--- config.mk ---
export PLATFORM = sky130hd
export DESIGN_NAME = handshake_receiver
export DESIGN_NICKNAME = d
export VERILOG_FILES = /design/src/rtl/handshake_pkg.sv /design/src/rtl/sync_ff.sv /design/src/rtl/handshake_receiver.sv
export SDC_FILE = /design/constraint.sdc
export NUM_CORES = 1
export LEC_CHECK = 0
export CAP_MARGIN = 30
export CORE_ASPECT_RATIO = 0.75
export CORE_MARGIN = 5
export CORE_UTILIZATION = 52
export DETAILED_ROUTE_END_ITERATION = 12
export PLACE_DENSITY_LB_ADDON = 0.3
export SLEW_MARGIN = 10
export SYNTH_ARGS = -nofsm -noshare
export SYNTH_HDL_FRONTEND = slang
export SYNTH_SLANG_ARGS = --single-unit
--- constraint.sdc ---
create_clock -name bclk -period 2.4 [get_ports bclk]
set_clock_uncertainty 0.05 [all_clocks]
set_input_delay 0.48 -clock bclk [delete_from_list [all_inputs] [get_ports bclk]]
set_output_delay 0.48 -clock bclk [all_outputs]
set_load 0.01 [all_outputs]
--- src/rtl/handshake_pkg.sv ---
// Shared types and constants for the four-phase req/ack receiver.
// Provides FSM state encodings and the default data width.
package handshake_pkg;

  localparam int DEF_DATA_W = 8;

  typedef enum logic [1:0] {
    ST_IDLE    = 2'b00,
    ST_CAPTURE = 2'b01,
    ST_ACK     = 2'b10,
    ST_BAD     = 2'b11
  } state_t;

endpackage

--- src/rtl/sync_ff.sv ---
// Multi-flop level synchroniser with async active-low reset.
// Ports: clk, rst_n, d (async level in), q (synchronised level out).
module sync_ff #(
  parameter int STAGES = 2
) (
  input  logic clk,
  input  logic rst_n,
  input  logic d,
  output logic q
);

  logic [STAGES-1:0] sr;

  always_ff @(posedge clk or negedge rst_n) begin
    if (!rst_n) sr <= '0;
    else        sr <= {sr[STAGES-2:0], d};
  end

  assign q = sr[STAGES-1];

endmodule

--- src/rtl/handshake_receiver.sv ---
// Receive side of a four-phase req/ack CDC handshake with an output buffer.
// Ports: bclk, brst, breq, bdin in; back, bdata, bvalid, bload, bstate out; bready in.
module handshake_receiver
  import handshake_pkg::*;
#(
  parameter int DATA_W      = DEF_DATA_W,
  parameter int SYNC_STAGES = 2,
  parameter int DEPTH       = 2
) (
  input  logic              bclk,
  input  logic              brst,
  input  logic              breq,
  input  logic [DATA_W-1:0] bdin,
  output logic              back,
  output logic [DATA_W-1:0] bdata,
  output logic              bvalid,
  input  logic              bready,
  output logic              bload,
  output logic [1:0]        bstate
);

  localparam int AW = $clog2(DEPTH);
  localparam int CW = $clog2(DEPTH + 1);

  logic              req_s;
  state_t            state;
  logic [DATA_W-1:0] mem [DEPTH];
  logic [AW-1:0]     wptr, rptr;
  logic [AW-1:0]     wptr_n, rptr_n;
  logic [CW-1:0]     count, count_n;
  logic [DATA_W-1:0] head_n;
  logic              push, pop;

  sync_ff #(
    .STAGES(SYNC_STAGES)
  ) u_sync (
    .clk  (bclk),
    .rst_n(brst),
    .d    (breq),
    .q    (req_s)
  );

  assign push   = (state == ST_CAPTURE);
  assign pop    = bvalid && bready;
  assign bstate = state;

  always_comb begin
    wptr_n  = push ? wptr + AW'(1) : wptr;
    rptr_n  = pop  ? rptr + AW'(1) : rptr;
    count_n = count;
    case ({push, pop})
      2'b10:   count_n = count + CW'(1);
      2'b01:   count_n = count - CW'(1);
      default: count_n = count;
    endcase
    // the word being written this edge may become the new head
    if (push && (wptr == rptr_n)) head_n = bdin;
    else                          head_n = mem[rptr_n];
  end

  always_ff @(posedge bclk) begin
    if (push) mem[wptr] <= bdin;
  end

  always_ff @(posedge bclk or negedge brst) begin
    if (!brst) begin
      wptr   <= '0;
      rptr   <= '0;
      count  <= '0;
      bvalid <= 1'b0;
      bdata  <= '0;
    end else begin
      wptr   <= wptr_n;
      rptr   <= rptr_n;
      count  <= count_n;
      bvalid <= (count_n != '0);
      bdata  <= head_n;
    end
  end

  always_ff @(posedge bclk or negedge brst) begin
    if (!brst) begin
      state <= ST_IDLE;
      back  <= 1'b0;
      bload <= 1'b0;
    end else begin
      bload <= 1'b0;
      case (state)
        ST_IDLE: begin
          back <= 1'b0;
          // full buffer stalls here without acking
          if (req_s && (count < CW'(DEPTH))) begin
            state <= ST_CAPTURE;
            bload <= 1'b1;
          end
        end
        ST_CAPTURE: begin
          state <= ST_ACK;
          back  <= 1'b1;
        end
        ST_ACK: begin
          if (!req_s) begin
            state <= ST_IDLE;
            back  <= 1'b0;
          end
        end
        default: begin
          state <= ST_IDLE;
          back  <= 1'b0;
        end
      endcase
    end
  end

endmodule
==> impl_metrics.ini, run 1 <==
[status]
outcome = completed

[critical_path]
max_stage_delay_ns = 0.42
critPathBufInv = 1
crit_path_end_kind = register
crit_path_top_delay_cell = dfrtp_1
critical_path_required_ns = 2.52
path_cells = and2b_1 > clkinv_1 > ha_1 > nor2_1 > xor2_1 > or2_1
crit_type = reg2reg
startpoint_type = register
cp_max_fo = 8
critPathTopFamily = simple AND/OR/NAND/NOR gates
worstPathArrival_ns = 1.97

[global_route]
antenna_found_initial = 0
grt_max_degree = 20
grt_pass1_vias = 1188
grt_pass1_wl_mm = 5.46
overflow = 0
gr-usage-all-layers = 0.179

[logic_synthesis]
synthesis.area_sq_um = 1520
avgSynthCellArea_sq_um = 11.6
synth_cells = 131
synth.ff_latch_count = 35
yosysWarnings = 0
synthesis.nets = 144
yosysUniqueCellTypes = 27
yosysSeqAreaShare = 0.628

[finish]
final_common_cell = clkdlybuf4s50_1
antenna_cells = 0
final_cell_mix = 24 x clkdlybuf4s50_1, 19 x dfrtp_1, 16 x a21oi_1, 16 x edfxtp_1
area_delta_synth_final_pct = 25.9
postLayoutCellArea_sq_um = 1920
fillers = 219
drive_above_1_share = 0.118
final_nets = 173

[clock_tree]
cts_buffers = 5
cts_hold_buf = 0
h-tree-depth = 2
cts_buffer_depth = 2
cts_resized = 0
clkLatencyLatePin_ns = 0.28
cts_setup_buffers = 0
cts_tree = built
root_buffer = clkbuf_8
cts_sinks = 35
clk_pin_slew_ns = 0.07

[power]
vdd_drop_max_mv = 0.643
p_leak_nw = 0.718
fin_total_pwr_mw = 2.45
p_per_area_nw_per_um2 = 1280

[routing]
drt_pass1_iterations = 4
drt-wirelength-per-cell_microns = 17.1
dr.first_iter.drc_count = 107
viasPerCell = 5.71
drtAntennaViolNets = 0
num_vias = 1137
drcViolationCount = 0
drt-total-wl_mm = 3.41

[die]
die_x_microns = 72.5
core_area_sq_um = 2870
boundaryPins = 25
rows = 17
dieArea_sq_um = 4120
initial_core_util = 0.530
die_h_microns = 56.8

[timing]
tns_ns = 0
fmax_mhz = 540
rsz0062_at_grt = false
tightest_slew_ns = 0.421
period_minus_slack_ns = 1.85
maxSlewHeadroom = 0.720
hold_viol_final = 0
post-route-period-util = 0.771
slew_violations = 0
finalSetupViolCount = 0

[placed_design]
gp_congestion = 0.731
place_area_sq_um = 1800
dp_hpwl_mm = 2.30
port-buffer-count = 24

[run]
cap_violations = 0

[worst_hold_path]
hold_path.class = reg2reg
## flip-flops by register name (all words and copies together) (netlist names)
name	cells
back	1
bdata	8
bload	1
bstate	2
bvalid	1
count	2
mem	16
rptr	1
u_sync.sr	2
wptr	1
## power breakdown
group | total (mW) | leakage [nW] | internal (mW) | switching [mW]
sequential | 0.934 | 0.368 | 0.820 | 0.114
clock | 0.501 | 0.0594 | 0.294 | 0.207
combinational | 1.01 | 0.291 | 0.499 | 0.514
## metal layers
metal / vias to the layer above / wire length, microns / global-route usage
met4: 0 / 38 / 0.0816
li1: 531 / - / -
met5: - / 0 / 0
met2: 45 / 1660 / 0.288
met1: 556 / 1450 / 0.224
met3: 5 / 258 / 0.0501
## synthesized netlist by cell type
cell type,count,area (sq um)
nand3_1,8,40.0
nor2_1,10,37.5
clkinv_1,1,3.75
or2_1,1,6.26
or3_1,8,50.1
inv_1,1,3.75
xnor2_1,3,26.3
and2_1,1,6.26
nor4b_1,2,17.5
nand2_1,10,37.5
edfxtp_1,16,480
o21ai_1,8,40.0
and2_4,1,8.76
o21ai_0,1,5.00
buf_2,2,10.0
inv_4,1,6.26
a21bo_2,1,10.0
ha_1,1,12.5
dfrtp_1,19,475
and2b_1,1,7.51
a32o_1,8,80.1
xor2_1,1,8.76
buf_6,3,33.8
nand3b_1,2,15.0
inv_2,1,3.75
clkbuf_1,4,15.0
a21oi_1,16,80.1
## layout make-up
type,count,area [sq um],area share
clock buffers,7,108,0.0562
clock inverters,1,5.00,0.00261
inverters,4,17.5,0.00914
multi-input cells,83,489,0.255
flip-flops and latches,35,956,0.499
well taps,38,47.5,0.0248
repair buffers,31,293,0.153
## cell families after synthesis
logic type	share of synthesized area
AO/OA/AOI/OAI	0.141
buffers and inverters	0.0502
AND/OR/NAND/NOR	0.149
XOR/XNOR	0.0230
adder cells (fa/ha/maj)	0.00822
flip-flops	0.628
## worst reg2reg max path, stage by stage (launching register included)
cell and delay (ns):
dfrtp_1 0.42, and2b_1 0.22, clkinv_1 0.21, ha_1 0.39, nor2_1 0.15, xor2_1 0.09
or2_1 0.20
## path summary, 6_finish.rpt
path	startpoint	to	slack, ns	cells after the start
setup / recovery	bstate[1]	bvalid	0.55	6
hold / removal	u_sync.sr[0]	u_sync.sr[1]	0.31	0
setup reg to reg	bstate[1]	bvalid	0.55	6
hold reg to reg	u_sync.sr[0]	u_sync.sr[1]	0.31	0
max in group asynchronous	brst	bdata[2]	1.62	2
min in group asynchronous	brst	bvalid	0.47	2
## stage by stage
step | hold WS, ns | std cells | setup WS (ns) | util
final | 0.309 | 199 | 0.549 | 0.667
after global routing | 0.326 | 199 | 0.396 | 0.667
after CTS | 0.312 | 199 | 0.538 | 0.667
after detailed placement | 0.295 | 191 | 0.283 | 0.628
after global placement | 0.283 | 191 | 0.324 | 0.628
after floorplan | 0.134 | 131 | 0.526 | -
No activity file was read; power rests on OpenSTA's default activity.
==> run 2, diff against run 1 <==
--- a/config.mk
+++ b/config.mk
@@ -8,7 +8,7 @@
 export CAP_MARGIN = 30
 export CORE_ASPECT_RATIO = 0.75
 export CORE_MARGIN = 5
-export CORE_UTILIZATION = 52
+export CORE_UTILIZATION = 47
 export DETAILED_ROUTE_END_ITERATION = 12
 export PLACE_DENSITY_LB_ADDON = 0.3
 export SLEW_MARGIN = 10
==> constraint.sdc (replaced) <==
create_clock -name bclk -period 1.66 [get_ports bclk]
set_clock_uncertainty 0.05 [all_clocks]
set_input_delay 0.332 -clock bclk [delete_from_list [all_inputs] [get_ports bclk]]
set_output_delay 0.332 -clock bclk [all_outputs]
set_load 0.01 [all_outputs]
==> run 2 against run 1 <==
First-iteration DRC count unchanged. Combinational power up 63%. Clock power up 48%. Die area up 8.9%. Hold slack better by 0.0015 ns. Count of clock-buffer cells in the layout unchanged. Largest cell class unchanged.
==> impl_metrics.ini, run 2 (synthesis gave the netlist of run 1 again) <==
[status]
outcome = completed

[global_route]
gr-usage-all-layers = 0.175
overflow = 0
antenna_found_initial = 0
grt_max_degree = 20
grt_pass1_vias = 1156
grt_pass1_wl_mm = 5.53

[placed_design]
pre_cts_slack_ns = -0.290
gp_congestion = 0.703
port-buffer-count = 24
dp_hpwl_mm = 2.30

[critical_path]
critPathTopFamily = simple AND/OR/NAND/NOR gates
cp_max_fo = 4
crit_path_top_delay_cell = dfrtp_1
r2r_cells = 7
startpoint_type = register
crit_type = reg2reg
crit_path_end_kind = register
reg2reg_to = bvalid
worstPathArrival_ns = 1.72
critPathBufInv = 1
max_stage_delay_ns = 0.38
path_cells = and2b_2 > clkinv_4 > ha_4 > xnor2_2 > nor2_1 > xor2_1 > or2_1
ff2ff_setup_slack_ns = 0.06
r2r_start = bstate[1]
critical_path_required_ns = 1.78

[routing]
dr.first_iter.drc_count = 107
drt-wirelength-per-cell_microns = 16.4
drt_pass1_iterations = 5
drcViolationCount = 0
viasPerCell = 5.61
drt-total-wl_mm = 3.50
num_vias = 1195
drtAntennaViolNets = 0

[die]
die_x_microns = 75.7
boundaryPins = 25
initial_core_util = 0.504
core_area_sq_um = 3020
dieArea_sq_um = 4490
rows = 17
die_h_microns = 59.3

[timing]
period_minus_slack_ns = 1.60
fin_ws_ns = 0.0558
slew_violations = 0
hold_viol_final = 0
maxSlewHeadroom = 0.758
finalSetupViolCount = 0
post-route-period-util = 0.966
tightest_slew_ns = 0.358
hold-worst-slack_ns = 0.310
fmax_mhz = 623

[power]
fin_total_pwr_mw = 3.72
power.share.clock = 0.199
vdd_drop_max_mv = 0.797
p_per_area_nw_per_um2 = 1820
p_leak_nw = 0.803
swShare = 0.334
p_seq_frac = 0.357
switchingPower_mw = 1.24
p_int_mw = 2.48
comb_power_share = 0.445

[worst_hold_path]
holdPathStages = 0
hold_path.class = reg2reg
hold_end = u_sync.sr[1]
hp-start = u_sync.sr[0]

[clock_tree]
cts_sinks = 35
clkLatencyLatePin_ns = 0.29
cts_tree = built
root_buffer = clkbuf_8
clk_pin_slew_ns = 0.07
cts_buffers = 5
cts_buffer_depth = 2
cts_hold_buf = 0
h-tree-depth = 2

[finish]
antenna_cells = 0
regMostFlops = mem
final_common_cell = clkdlybuf4s50_1
final_nets = 187
reg_top3 = mem x16, bdata x8
final_cell_mix = 21 x clkdlybuf4s50_1, 20 x buf_4, 19 x dfrtp_1, 16 x a21oi_1, 16 x edfxtp_1
final_core_util = 0.677
area_delta_synth_final_pct = 34.4
largest_reg_flops = 16
drive_above_1_share = 0.200

[run]
cap_violations = 0
[run 2: cell count changes in the layout (fill, tap and decap cells not counted), sizes merged]
cell,previous run,this run
buf,7,21
clkdlybuf4s50,24,21
dlygate4sd2,0,2
bufinv,0,1
clkinv,2,1
dlymetal6s2s,0,1
[run 2: worst reg2reg max path, delay by kind of cell (launching register included)]
kind          cells  cell delay [ns]
buf+inv           1             0.08
flops             1             0.38
xor+xnor          2             0.27
simple gates      3             0.54
fa+ha+maj         1             0.17
[run 2: area by class of cell]
cell class              instances  area [sq um]
repair buffers                 45           402
flip-flops and latches         35           956
clock buffers                   7          76.3
inverters                       4          22.5
clock inverters                 1          30.0
well taps                      38          47.5
fillers                       236           976
multi-input cells              83           510
[run 2: metrics by stage]
stage	TNS (ns)	std cells	instance area [sq um]
floorplan	-1.81	131	1550
global placement	-2.16	203	1910
detailed placement	-2.35	203	1910
CTS	0	211	2020
global route	-0.00976	213	2040
finish	0	213	2040
[run 2: repair_timing]
item / in CTS / in global routing
resized for setup: 3 / 3
setup buffers: 0 / 2
pin swaps: 1 / 1
endpoints found under the setup margin: 4 / 17
[run 2: layer usage]
layer	wire [microns]	vias to the layer above	global-route usage
li1	-	557	-
met1	1530	582	0.218
met2	1680	47	0.274
met3	201	9	0.0559
met4	90	0	0.0823
met5	0	-	0
[run 2: power by group through the flow]
stage	clock, mW	combinational, mW	sequential [mW]
global route	0.795	1.80	1.35
floorplan	0	0.931	1.38
global placement	0	1.53	1.32
CTS	0.751	1.59	1.32
finish	0.739	1.65	1.33
detailed placement	0	1.59	1.33
[run 2: how the worst max path moves through the flow]
stage | from | end | slack (ns) | depth (start not counted)
after CTS | bready | bdata[2] | 0.02 | 6
after global placement | bready | bdata[4] | -0.27 | 6
final | bstate[1] | bvalid | 0.06 | 7
after detailed placement | bready | bdata[6] | -0.29 | 6
after global routing | bstate[1] | bdata[6] | -0.01 | 5
after floorplan | bstate[1] | bvalid | -0.13 | 9
==> run 3, diff against run 2 <==
--- a/config.mk
+++ b/config.mk
@@ -11,7 +11,8 @@
 export CORE_UTILIZATION = 47
 export DETAILED_ROUTE_END_ITERATION = 12
 export PLACE_DENSITY_LB_ADDON = 0.3
-export SLEW_MARGIN = 10
+export SLEW_MARGIN = 20
 export SYNTH_ARGS = -nofsm -noshare
 export SYNTH_HDL_FRONTEND = slang
 export SYNTH_SLANG_ARGS = --single-unit
+export TNS_END_PERCENT = 30
==> run 3 against run 2 <==
Setup slack improved by 0.0084 ns. Critical path depth fell by 2. Design area fell by 1.3%. Via count fell by 2.8%. Count of clock-buffer cells in the layout rose by 1.
==> impl_metrics.ini, run 3 (synthesis gave the netlist of run 1 again) <==
[status]
outcome = completed

[timing]
finalSetupViolCount = 0
maxSlewHeadroom = 0.830
slew_violations = 0
hold_viol_final = 0
fmax_mhz = 627
rsz0062_at_grt = false
period_minus_slack_ns = 1.60
post-route-period-util = 0.961
tightest_slew_ns = 0.252

[placed_design]
port-buffer-count = 24
gp_congestion = 0.785
dp_hpwl_mm = 2.37

[clock_tree]
cts_hold_buf = 0
clkLatencyLatePin_ns = 0.28
cts_sinks = 35
cts_buffers = 5
h-tree-depth = 2
cts_buffer_depth = 2
cts_tree = built
clk_pin_slew_ns = 0.07
root_buffer = clkbuf_8

[die]
core_area_sq_um = 3020
dieArea_sq_um = 4490
die_h_microns = 59.3
boundaryPins = 25
initial_core_util = 0.504
rows = 17
die_x_microns = 75.7

[finish]
final_common_cell = clkdlybuf4s50_1
reg_top3 = mem x16, bdata x8
final_nets = 186
area_delta_synth_final_pct = 32.6
regMostFlops = mem
largest_reg_flops = 16
antenna_cells = 0
final_core_util = 0.668
drive_above_1_share = 0.195
final_cell_mix = 21 x clkdlybuf4s50_1, 20 x buf_4, 19 x dfrtp_1, 16 x a21oi_1, 16 x edfxtp_1

[routing]
dr.first_iter.drc_count = 86
drcViolationCount = 0
drtAntennaViolNets = 0
viasPerCell = 5.48
num_vias = 1161
drt-wirelength-per-cell_microns = 16.3
drt_pass1_iterations = 4
drt-total-wl_mm = 3.47

[critical_path]
startpoint_type = register
crit_path_end_kind = register
critical_path_required_ns = 1.78
cp_max_fo = 9
worstPathArrival_ns = 1.72
crit_type = reg2reg

[global_route]
grt_pass1_wl_mm = 5.71
gr-usage-all-layers = 0.179
grt_max_degree = 20
overflow = 0
grt_pass1_vias = 1168
antenna_found_initial = 0

[worst_hold_path]
hold_path.class = reg2reg

[power]
vdd_drop_max_mv = 0.879
p_per_area_nw_per_um2 = 1770
p_leak_nw = 0.779
fin_total_pwr_mw = 3.58

[run]
cap_violations = 0
==> run 3: stage by stage <==
| stage | setup TNS (ns) | cell area [sq um] | worst slack (ns) | std cells | hold slack (ns) |
|---|---|---|---|---|---|
| 5_1_grt | 0 | 2020 | 0.00485 | 212 | 0.323 |
| 2_1_floorplan | -1.84 | 1550 | -0.127 | 131 | -0.0136 |
| 3_5_place_dp | -2.52 | 1910 | -0.294 | 203 | 0.296 |
| 4_1_cts | 0 | 1990 | 0.0145 | 211 | 0.310 |
| 6_report | 0 | 2020 | 0.0642 | 212 | 0.308 |
| 3_3_place_gp | -2.17 | 1910 | -0.263 | 203 | 0.282 |
==> run 3: power by group <==
group	internal, mW	switching, mW
clock network	0.298	0.287
registers	1.19	0.143
logic	0.848	0.816
total	2.33	1.25
==> run 3: repair_timing <==
item | 4_1_cts | 5_1_grt
setup buffers | 0 | 1
cloned | 0 | 0
endpoints found under the setup margin | 4 | 1
gates resized for setup | 4 | 3
pin swaps | 0 | 1
==> run 3: layout make-up <==
class,instances,area [sq um]
Clock buffer,8,80.1
Fill cell,240,1000
Inverter,4,22.5
Multi-Input combinational cell,83,524
Sequential cell,35,956
Tap cell,38,47.5
Timing Repair Buffer,44,387
==> run 3: critical path: stages (launching register included) <==
cell,delay [ns]
dfrtp_1,0.37
and2b_2,0.25
clkinv_4,0.08
buf_4,0.17
or3_1,0.32
a32o_1,0.26
==> run 3: worst paths after layout <==
check                              from           end  slack [ns]  cells past startpoint
max                           bstate[1]      bdata[3]        0.06                      5
min                        u_sync.sr[0]  u_sync.sr[1]        0.31                      0
max reg2reg                   bstate[1]      bdata[3]        0.06                      5
min reg2reg                u_sync.sr[0]  u_sync.sr[1]        0.31                      0
max in group asynchronous          brst  u_sync.sr[1]        1.01                      2
min in group asynchronous          brst      bdata[3]        0.33                      2
==> run 3: layer usage <==
metal,vias up,GRT usage,share of wire
met3,4,0.0746,0.076
met5,-,0,0
met4,0,0.0623,0.0078
met2,41,0.282,0.50
li1,560,-,-
met1,556,0.221,0.42
